### src/rtl/usb_rx_fifo.sv
// usb_rx_fifo: full-speed USB receive front end. Synchronises D+/D-, recovers
// bit timing from D+ edges, NRZI-decodes, removes stuffed bits, frames
// SYNC/PID/payload/EOP and queues payload bytes in a small FIFO with a
// valid/ready output handshake.
// Optional build macro: USB_RX_CRC16_CHECK_EN adds a CRC16 residual check on
// DATA0/DATA1 packets; without it DATA packets close with rx_done on a good EOP.
//
// state   | meaning
// S_IDLE  | line idle, waiting for the first K of SYNC
// S_SYNC  | collecting the SYNC byte (must be 8'h80)
// S_PID   | collecting and checking the PID byte
// S_BYTES | collecting payload bytes into the FIFO
// S_EOP   | SE0 seen on a byte boundary, waiting for SE0 SE0 J
// S_ERR   | packet aborted, waiting for 8 idle J bit times
module usb_rx_fifo #(
  parameter int CLKS_PER_BIT = 10,
  parameter int FIFO_DEPTH   = 8,
  parameter int MAX_BYTES    = 66
) (
  input  logic                          clk,
  input  logic                          n_rst,
  input  logic                          d_plus,
  input  logic                          d_minus,
  output logic [2:0]                    rx_packet,
  output logic [7:0]                    rx_data,
  output logic                          rx_data_valid,
  input  logic                          rx_data_ready,
  output logic                          rx_done,
  output logic                          rx_error,
  output logic [$clog2(FIFO_DEPTH):0]   fifo_count
);
  localparam int TW = $clog2(CLKS_PER_BIT);
  localparam int AW = $clog2(FIFO_DEPTH);
  localparam int BW = $clog2(MAX_BYTES + 1);
  localparam logic [TW-1:0] T_FULL = TW'(CLKS_PER_BIT - 1);
  localparam logic [TW-1:0] T_HALF = TW'(CLKS_PER_BIT / 2 - 1);
  localparam logic [AW:0]   DEPTH  = (AW + 1)'(FIFO_DEPTH);
  localparam logic [BW-1:0] MAXB   = BW'(MAX_BYTES);

  typedef enum logic [2:0] {S_IDLE, S_SYNC, S_PID, S_BYTES, S_EOP, S_ERR} state_t;

  state_t state, state_next;

  logic dp_meta, dp_s, dp_d, dm_meta, dm_s;
  logic [TW-1:0] timer;
  logic dp_edge, strobe, se0, j_line, k_line;
  logic line_prev, nrzi_bit, stuff_slot, data_bit;
  logic [2:0] bit_cnt, ones_cnt, idle_cnt;
  logic [1:0] se0_cnt;
  logic [6:0] byte_sr;
  logic [7:0] byte_val;
  logic [BW-1:0] byte_cnt;
  logic pid_ok;
  logic [2:0] pid_class;
  logic err_now, done_now, push_req, pid_take, crc_bad;

  logic [7:0] mem [FIFO_DEPTH];
  logic [AW-1:0] wr_ptr, rd_ptr, head_next;
  logic [AW:0] count;
  logic fifo_full, pop;

  // Two-flop synchronisers plus a delayed D+ copy for edge detection; idle is J
  always_ff @(posedge clk or negedge n_rst) begin
    if (!n_rst) begin
      dp_meta <= 1'b1;
      dp_s    <= 1'b1;
      dp_d    <= 1'b1;
      dm_meta <= 1'b0;
      dm_s    <= 1'b0;
    end else begin
      dp_meta <= d_plus;
      dp_s    <= dp_meta;
      dp_d    <= dp_s;
      dm_meta <= d_minus;
      dm_s    <= dm_meta;
    end
  end

  assign dp_edge = dp_s ^ dp_d;
  assign strobe  = (timer == '0) && !dp_edge;
  assign se0     = !dp_s && !dm_s;
  assign j_line  = dp_s && !dm_s;
  assign k_line  = !dp_s && dm_s;

  // Bit timer: half a bit after each D+ edge, then one full bit per sample
  always_ff @(posedge clk or negedge n_rst) begin
    if (!n_rst)             timer <= T_FULL;
    else if (dp_edge)       timer <= T_HALF;
    else if (timer == '0)   timer <= T_FULL;
    else                    timer <= timer - 1'b1;
  end

  assign nrzi_bit   = (dp_s == line_prev);
  assign stuff_slot = (ones_cnt == 3'd6);
  assign data_bit   = strobe && !se0 && !stuff_slot;
  assign byte_val   = {nrzi_bit, byte_sr};
  assign pid_ok     = (byte_val[3:0] == ~byte_val[7:4]);

  // PID class from the PID nibble
  always_comb begin
    pid_class = 3'd7;
    case (byte_val[3:0])
      4'h9: pid_class = 3'd1;
      4'h1: pid_class = 3'd2;
      4'h3: pid_class = 3'd3;
      4'hB: pid_class = 3'd4;
      4'h2: pid_class = 3'd5;
      4'hA: pid_class = 3'd6;
      default: pid_class = 3'd7;
    endcase
  end

  assign fifo_full = (count == DEPTH);
  assign pop       = rx_data_valid && rx_data_ready;

  // FSM state register
  always_ff @(posedge clk or negedge n_rst) begin
    if (!n_rst) state <= S_IDLE;
    else        state <= state_next;
  end

  // FSM next state and per-sample actions
  always_comb begin
    state_next = state;
    err_now    = 1'b0;
    done_now   = 1'b0;
    push_req   = 1'b0;
    pid_take   = 1'b0;
    if (strobe) begin
      case (state)
        S_IDLE: if (k_line) state_next = S_SYNC;
        S_SYNC, S_PID, S_BYTES: begin
          if (se0) begin
            if (state == S_BYTES && bit_cnt == 3'd0) begin
              state_next = S_EOP;
            end else begin
              err_now    = 1'b1;
              state_next = S_ERR;
            end
          end else if (stuff_slot) begin
            if (nrzi_bit) begin
              err_now    = 1'b1;
              state_next = S_ERR;
            end
          end else if (bit_cnt == 3'd7) begin
            case (state)
              S_SYNC: begin
                if (byte_val == 8'h80) begin
                  state_next = S_PID;
                end else begin
                  err_now    = 1'b1;
                  state_next = S_ERR;
                end
              end
              S_PID: begin
                pid_take = 1'b1;
                if (pid_ok) begin
                  state_next = S_BYTES;
                end else begin
                  err_now    = 1'b1;
                  state_next = S_ERR;
                end
              end
              default: begin
                // over-long packet or no room: drop the byte, keep FIFO contents
                if (byte_cnt == MAXB || (fifo_full && !pop)) begin
                  err_now    = 1'b1;
                  state_next = S_ERR;
                end else begin
                  push_req = 1'b1;
                end
              end
            endcase
          end
        end
        S_EOP: begin
          if (j_line) begin
            if (se0_cnt == 2'd2) begin
              if (crc_bad) err_now  = 1'b1;
              else         done_now = 1'b1;
              state_next = S_IDLE;
            end else begin
              err_now    = 1'b1;
              state_next = S_ERR;
            end
          end else if (!se0) begin
            err_now    = 1'b1;
            state_next = S_ERR;
          end
        end
        S_ERR: if (j_line && idle_cnt == 3'd7) state_next = S_IDLE;
        default: state_next = S_IDLE;
      endcase
    end
  end

  // Bit assembly, unstuffing, and per-packet counters
  always_ff @(posedge clk or negedge n_rst) begin
    if (!n_rst) begin
      line_prev <= 1'b1;
      bit_cnt   <= 3'd0;
      ones_cnt  <= 3'd0;
      byte_sr   <= 7'd0;
      byte_cnt  <= '0;
      se0_cnt   <= 2'd0;
      idle_cnt  <= 3'd0;
    end else begin
      if (strobe && !se0) line_prev <= dp_s;
      if (state == S_IDLE) begin
        ones_cnt <= 3'd0;
        byte_cnt <= '0;
        bit_cnt  <= 3'd0;
        if (strobe && k_line) begin
          byte_sr <= {nrzi_bit, byte_sr[6:1]};
          bit_cnt <= 3'd1;
        end
      end else if ((state == S_SYNC || state == S_PID || state == S_BYTES) && strobe && !se0) begin
        if (stuff_slot) begin
          ones_cnt <= 3'd0;
        end else begin
          ones_cnt <= nrzi_bit ? ones_cnt + 3'd1 : 3'd0;
          byte_sr  <= {nrzi_bit, byte_sr[6:1]};
          bit_cnt  <= bit_cnt + 3'd1;
        end
      end
      if (push_req) byte_cnt <= byte_cnt + 1'b1;
      if (state == S_BYTES && state_next == S_EOP)
        se0_cnt <= 2'd1;
      else if (state == S_EOP && strobe && se0 && se0_cnt != 2'd2)
        se0_cnt <= se0_cnt + 2'd1;
      if (state != S_ERR)   idle_cnt <= 3'd0;
      else if (strobe)      idle_cnt <= j_line ? idle_cnt + 3'd1 : 3'd0;
    end
  end

  // Packet class and status pulses
  always_ff @(posedge clk or negedge n_rst) begin
    if (!n_rst) begin
      rx_packet <= 3'd0;
      rx_done   <= 1'b0;
      rx_error  <= 1'b0;
    end else begin
      if (pid_take) rx_packet <= pid_ok ? pid_class : 3'd7;
      rx_done  <= done_now;
      rx_error <= err_now;
    end
  end

`ifdef USB_RX_CRC16_CHECK_EN
  logic [15:0] crc;
  logic        is_data;

  // CRC16 over payload bits of DATA packets, in received (LSB-first) order
  always_ff @(posedge clk or negedge n_rst) begin
    if (!n_rst) begin
      crc     <= 16'hFFFF;
      is_data <= 1'b0;
    end else begin
      if (pid_take) is_data <= pid_ok && (pid_class == 3'd3 || pid_class == 3'd4);
      if (state == S_IDLE)
        crc <= 16'hFFFF;
      else if (state == S_BYTES && data_bit)
        crc <= {crc[14:0], 1'b0} ^ ((nrzi_bit ^ crc[15]) ? 16'h8005 : 16'h0000);
    end
  end

  assign crc_bad = is_data && (crc != 16'h800D);
`else
  assign crc_bad = 1'b0;
`endif

  // FIFO storage; contents need no reset since occupancy is cleared
  always_ff @(posedge clk) begin
    if (push_req) mem[wr_ptr] <= byte_val;
  end

  assign head_next     = pop ? rd_ptr + 1'b1 : rd_ptr;
  assign rx_data_valid = (count != '0);
  assign fifo_count    = count;

  // FIFO pointers, occupancy and registered head byte
  always_ff @(posedge clk or negedge n_rst) begin
    if (!n_rst) begin
      wr_ptr  <= '0;
      rd_ptr  <= '0;
      count   <= '0;
      rx_data <= 8'd0;
    end else begin
      if (push_req) wr_ptr <= wr_ptr + 1'b1;
      if (pop)      rd_ptr <= rd_ptr + 1'b1;
      case ({push_req, pop})
        2'b10:   count <= count + 1'b1;
        2'b01:   count <= count - 1'b1;
        default: count <= count;
      endcase
      // a byte written into the slot that becomes the head bypasses the array
      rx_data <= (push_req && wr_ptr == head_next) ? byte_val : mem[head_next];
    end
  end

endmodule

### config.mk
export PLATFORM = sky130hd
export DESIGN_NAME = usb_rx_fifo
export DESIGN_NICKNAME = d
export VERILOG_FILES = /design/src/rtl/usb_rx_fifo.sv
export SDC_FILE = /design/constraint.sdc
export NUM_CORES = 1
export LEC_CHECK = 0
export CAP_MARGIN = 20
export CORE_UTILIZATION = 49
export CTS_BUF_LIST = sky130_fd_sc_hd__clkbuf_4 sky130_fd_sc_hd__clkbuf_8
export CTS_CLUSTER_DIAMETER = 200
export CTS_CLUSTER_SIZE = 16
export DETAILED_ROUTE_END_ITERATION = 12
export HOLD_SLACK_MARGIN = 0.06
export MAX_ROUTING_LAYER = met4
export PLACE_DENSITY_LB_ADDON = 0.05
export SLEW_MARGIN = 20
export SYNTH_ARGS = -nofsm -noshare
export SYNTH_HDL_FRONTEND = slang
export SYNTH_SLANG_ARGS = --single-unit
### constraint.sdc
create_clock -name clk -period 3.6 [get_ports clk]
set_input_delay 1.08 -clock clk [delete_from_list [all_inputs] [get_ports clk]]
set_output_delay 1.08 -clock clk [all_outputs]
set_load 0.01 [all_outputs]
==> results of run 1 <==
cells by family (layout without fill, tap and decap cells):
group,count (synthesis),in the layout,synth area share (%)
adders and majority gates,17,17,3.50
DFF,125,125,54.9
buffers and inverters,47,95,2.98
muxes,47,47,8.33
and+or+nand+nor,148,148,12.3
AOI/OAI and AO/OA,134,134,14.8
xor gates and xnor gates,21,21,3.16
power groups by stage:
stage,clock [W],combinational (W),sequential (W)
global placement,0,0.00158,0.00177
floorplan,0,0.00110,0.00176
global route,0.00155,0.00179,0.00176
finish,0.00146,0.00161,0.00174
detailed placement,0,0.00162,0.00177
CTS,0.00150,0.00162,0.00175
worst max-delay path, delay by kind of cell:
kind	cells	cell delay [ps]
AOI/OAI and AO/OA	1	220
buffers and inverters	3	750
and+or+nand+nor	3	990
muxes	1	390
layout make-up:
class	count	area [um2]	share of cell area, %
clock inverter	6	155	2.13
inverter	14	52.6	0.721
sequential	125	3460	47.4
multi-input combinational	367	2650	36.4
clock buffer	26	327	4.48
tap	172	215	2.95
timing repair buffer	49	430	5.91
per-stage QoR:
| stage | hold WS, ps | std cells |
|---|---|---|
| floorplan | 331 | 539 |
| detailed placement | 336 | 727 |
| global placement | 334 | 727 |
| global route | 366 | 759 |
| CTS | 352 | 759 |
| finish | 349 | 759 |
layer usage:
| layer | GRT usage (%) | wire (um) |
|---|---|---|
| met1 | 27.8 | 6150 |
| met2 | 40.1 | 7290 |
| met3 | 4.16 | 340 |
| met4 | 9.18 | 221 |
| met5 | - | 0 |
cells in the final DEF (no fill, tap or decap), types with 7 or more instances in the layout:
cell	instances
a2111oi_0	8
a21o_1	9
a21oi_1	21
a221oi_1	14
a22oi_1	9
a31oi_1	10
buf_4	26
clkbuf_8	21
clkdlybuf4s50_1	21
dfrtp_1	54
edfxtp_1	64
ha_1	16
inv_1	12
mux2_2	15
mux2_4	7
mux2i_1	25
nand2_1	40
nand3_1	15
nor2_1	31
nor2b_1	7
nor3_1	10
o21ai_0	30
o2bb2ai_1	7
xnor2_1	15
flip-flops by register name (all words and copies together), names as in the netlist, 2 cells and up:
signal and cells:
bit_cnt 3, byte_cnt 7, byte_sr 7, fifo_count 4
idle_cnt 3, mem 64, ones_cnt 3, rd_ptr 3
rx_data 8, rx_packet 3, se0_cnt 2, state 3
timer 4, wr_ptr 3
how the worst max path moves through the flow:
| stage | from | to | slack [ps] | depth (start not counted) |
|---|---|---|---|---|
| floorplan | timer[1]$_DFF_PN0_ | mem[1][0]$_DFFE_PP_ | 70 | 9 |
| global placement | rx_data_ready | fifo_count[3]$_DFFE_PN0P_ | -20 | 12 |
| detailed placement | rx_data_ready | rx_data[7]$_DFF_PN0_ | -30 | 8 |
| CTS | rx_data_ready | rx_data[7]$_DFF_PN0_ | 430 | 8 |
| global route | timer[0]$_DFF_PN1_ | fifo_count[3]$_DFFE_PN0P_ | 270 | 13 |
| finish | rx_data_ready | rx_data[7]$_DFF_PN0_ | 470 | 8 |
==> out/qor.yml, run 1 <==
outcome: "complete, no violations"
ctsResizeCount: 0
vdd_drop_max_v: 0.000261
period_share_pct: 86.9
synth.avg_cell_area_um2: 11.7
die_h_um: 115
drt_iter0_drc: 289
final_area_um2: 7290
place_ws_ps: -29.2
final_util_pct: 58.0
hold_viol: 0
critPathKind: "in -> reg"
antenna_cells: 0
slew_headroom_pct: 41.4
grt-ovfl-total: 0
yosysTopAreaCellShare_pct: 30.6
tns_ps: 0
synthesis.nets: 561
p_leak_nw: 2.87
clkTransAtPathRegs_ps: 70
synthToLayoutAreaGrowth_pct: 15.9
min-delay-start: "dm_meta$_DFF_PN0_"
seqPwrFrac_pct: 36.2
synth_seq_cells: 125
ant_nets: 0
cts_hold_buffers: 0
vias: 4391
nFillCells: 1060
combPwrFrac_pct: 33.4
cts_tree: "yes"
viasPerCell: 5.79
num_rows: 41
async_flop_share_pct: 48.8
min_delay_path_depth: 0
p_sw_w: 0.00146
place_area_um2: 6800
ys_seq_area_share_pct: 54.9
start_util_pct: 50.0
antenna_found_initial: 0
setup_ws_ps: 470
grt_first_pass_wirelength_um: 22400
critPathSlowestCell: "or3_1"
setup_viol: 0
reg2reg_depth: 9
synth_cell_types: 65
syn_area_um2: 6290
cp-start-kind: "input port"
wl_per_cell_um: 18.4
max_freq_mhz: 319
end_kind: "register"
drive_gt1_share_pct: 16.5
grtUsageTotal_pct: 23.5
slowest_delay_ps: 630
yosysMostFrequentCell: "edfxtp_1"
ys_top_cells_by_count: "64 x edfxtp_1, 55 x dfrtp_1, 40 x nand2_1, 31 x nor2_1, 30 x o21ai_0"
first_pass_iters: 5
synth-edff-count: 64
hp-class: "reg -> reg"
p_int_w: 0.00336
netlist_instances: 539
clockBufferDepth: 2
power_density_nw_per_um2: 661
crit_chain: "clkdlybuf4s50_1 -> nor2b_1 -> a22oi_1 -> nor4b_4 -> inv_2 -> buf_4 -> or3_1 -> mux2_4"
clkSinkCount: 125
clk_latency_ps: 440
yosysWarnings: 0
total_power_w: 0.00482
nNetsFinal: 596
wirelength_um: 14000
hold-path-endpoint: "dm_s$_DFF_PN0_"
swShare_pct: 30.2
worstPathMaxFanout: 16
grt_start_max_net_pins: 40
crit_arrival_ps: 3450
slew_violations: 0
clockRootBuffer: "clkbuf_8"
gp_congestion: 0.814
die_area_um2: 13300
htree_levels: 4
fin_crit_ps: 3130
cap_violations: 0
timing.rr.end: "rx_data[7]$_DFF_PN0_"
portBuffers: 22
cts_buffers: 17
grt_pass1_vias: 4437
timing.rr.start: "timer[0]$_DFF_PN1_"
worstPathRequired_ps: 3920
drc: 0
synth.area.top_cells: "edfxtp_1 31%, dfrtp_1 22%, mux2i_1 4.0%"
rsz0062_at_grt: "false"
dominantRegCellSynth: "edfxtp_1"
synth_area_leader_cell: "edfxtp_1"
io_pins: 23
dpl.hpwl_um: 9630
post_cts.repair.setup_buffers: 0
pwr-share-clk_pct: 30.4
finalClockSkew_ps: 11.3
fp.dieW_um: 115
worstMarginPinSlew_ps: 878
r2r_slack_ps: 490
core_area_um2: 12600
(Power assumes the default switching activity.)
==> inputs of run 2 (changes only) <==
Clock period 3.6 ns to 2.6 ns, I/O delays scaled along.
==> run 2 against run 1 <==
The run now ends with negative setup slack left. Combinational power increased by 69%. Utilization up 4.4 points. Flip-flop and latch count is the same. Sequential share of layout area is 3.3 points lower. Final cell count grew 6.2%. Power up 41%. First-iteration DRC count decreased by 1.4%. Die area unchanged. Clock power increased by 20%. Global-route usage up 1.0 points. Non-clock buffer count is 47 higher. Highest routed layer unchanged. Critical endpoint is now fifo_count[3]$_DFFE_PN0P_. Final area increased by 7.6%.
==> out/qor.yml, run 2 (synthesis gave the netlist of run 1 again) <==
outcome: "finished with violations"
failed_checks: "negative setup slack"
viasPerCell: 5.75  # -0.58%
cap_violations: 0  # unchanged
slew_violations: 0  # unchanged
slowest_delay_ps: 390  # -240 ps
hold_viol: 0  # unchanged
worstPathMaxFanout: 3  # -13
total_power_w: 0.00682  # +41%
gp_congestion: 0.841  # +3.3%
grt_first_pass_wirelength_um: 23600  # +5.3%
reg_top3: "mem (64), rx_data (8)"
dpl.hpwl_um: 9970  # +3.6%
place_ws_ps: -639  # -610 ps
wl_per_cell_um: 17.7  # -4.0%
critical_path.top_delay_family: "simple AND/OR/NAND/NOR gates"
final_cell_mix: "64 x edfxtp_1, 60 x buf_4, 54 x dfrtp_1"
vias: 4636  # +5.6%
r2r_slack_ps: -180  # -670 ps
portBuffers: 22  # unchanged
period_share_pct: 107
wirelength_um: 14300  # +2.0%
worst-path-stages: 13  # +5
antenna_cells: 0  # unchanged
drive_gt1_share_pct: 25.7  # +9.2 points
drt_iter0_drc: 285  # -1.4%
num_rows: 41  # unchanged
htree_levels: 4  # unchanged
worstMarginPinSlew_ps: 681  # -197 ps
ant_nets: 0  # unchanged
grtUsageTotal_pct: 24.6  # +1.0 points
critPathSlowestCell: "dfrtp_1"
clkSinkCount: 125  # unchanged
start_util_pct: 50.0  # unchanged
p_leak_nw: 3.13  # +8.9%
slew_headroom_pct: 54.6  # +13 points
final_util_pct: 62.4  # +4.4 points
fp.dieW_um: 115  # unchanged
power_density_nw_per_um2: 869  # +32%
setup_viol: 34  # +34
max_freq_mhz: 359
final_common_cell: "edfxtp_1"
finalClockSkew_ps: 10.2  # -1.12 ps
reg2reg_depth: 13  # +4
critPathKind: "reg -> reg"
crit_top_cell: "ha_4"
clkTransAtPathRegs_ps: 80  # about the same
cts_tree: "yes"
clockRootBuffer: "clkbuf_8"
first_pass_iters: 4  # -1
clockBufferDepth: 2  # unchanged
clk_latency_ps: 450  # about the same
die_h_um: 115  # unchanged
rsz0062_at_grt: "true"
vdd_drop_max_v: 0.000363  # +39%
io_pins: 23  # unchanged
drc: 0  # unchanged
cp-start-kind: "register"
crit_chain: "inv_2 -> ha_4 -> or3b_4 -> a211o_4 -> nor4b_4 -> inv_2 -> ha_4 -> ha_4 -> a21o_1 -> a21oi_2 -> xnor2_1 -> nor2_1 -> xor2_1"
synthToLayoutAreaGrowth_pct: 24.7
fin_crit_ps: 2780
crit_arrival_ps: 3160  # -290 ps
cp_num_buf_inv: 2  # -1
cts_buffers: 17  # unchanged
core_area_um2: 12600  # unchanged
hp-class: "in -> async"
regMostFlops: "mem"
timing.rr.start: "timer[1]$_DFF_PN0_"
grt_pass1_vias: 4654  # +4.9%
end_kind: "register"
cts_hold_buffers: 0  # unchanged
setup_ws_ps: -183  # -653 ps
die_area_um2: 13300  # unchanged
worstPathRequired_ps: 2970  # -950 ps
grt_start_max_net_pins: 62  # +55%
antenna_found_initial: 0  # unchanged
nNetsFinal: 643  # +7.9%
largest_reg_flops: 64  # unchanged
grt-ovfl-total: 0  # unchanged
timing.rr.end: "fifo_count[3]$_DFFE_PN0P_"
## run 2: changes by cell type in the layout (fill, tap and decap cells not counted), sizes merged, moves of 2 or more
cell and change:
buf +47, clkbuf -6, clkinv +5, bufinv -2
clkinvlp +2
## run 2: how the worst max path moves through the flow
stage	slack, ps	endpoint	startpoint
floorplan	-640	fifo_count[3]$_DFFE_PN0P_	timer[1]$_DFF_PN0_
global placement	-590	rx_data[2]$_DFF_PN0_	rx_data_ready
detailed placement	-640	rx_data[2]$_DFF_PN0_	rx_data_ready
CTS	-210	fifo_count[3]$_DFFE_PN0P_	timer[1]$_DFF_PN0_
global route	-330	fifo_count[3]$_DFFE_PN0P_	timer[1]$_DFF_PN0_
finish	-180	fifo_count[3]$_DFFE_PN0P_	timer[1]$_DFF_PN0_
## run 2: metal layers
| layer | global-route usage (%) | up-vias | wire [um] |
|---|---|---|---|
| li1 | - | 2209 | - |
| met1 | 28.3 | 2306 | 5900 |
| met2 | 41.6 | 95 | 7520 |
| met3 | 5.11 | 26 | 539 |
| met4 | 10.6 | 0 | 305 |
| met5 | - | - | 0 |
## run 2: per-stage QoR
step | area (um2) | std cells | hold slack, ps | TNS, ps
finish | 7840 | 806 | 323 | -3230
global route | 7840 | 806 | 341 | -7940
CTS | 7810 | 806 | 329 | -4280
detailed placement | 7260 | 769 | 336 | -36530
global placement | 7260 | 769 | 335 | -35490
floorplan | 6400 | 539 | 331 | -26520
## run 2: repair_timing
item | in CTS | in global routing
gates resized for setup | 23 | 14
pin swaps | 5 | 3
gates cloned | 0 | 0
endpoints found under the setup margin | 76 | 66
buffers inserted | 5 | 2
## run 2: report_power, final
group	leakage (nW)	total (W)	internal [W]	switching (W)
registers	1.36	0.00235	0.00225	0.0000944
logic	1.56	0.00272	0.00140	0.00132
clock network	0.204	0.00175	0.000983	0.000767
total	3.13	0.00682	0.00464	0.00218
## run 2: area by class of cell
type,count,area (um2)
clock buffers,20,263
clock inverters,12,145
well taps,172,215
fillers,1007,4730
repair buffers,96,873
inverters,14,55.1
multi-input cells,367,2830
flip-flops and latches,125,3460
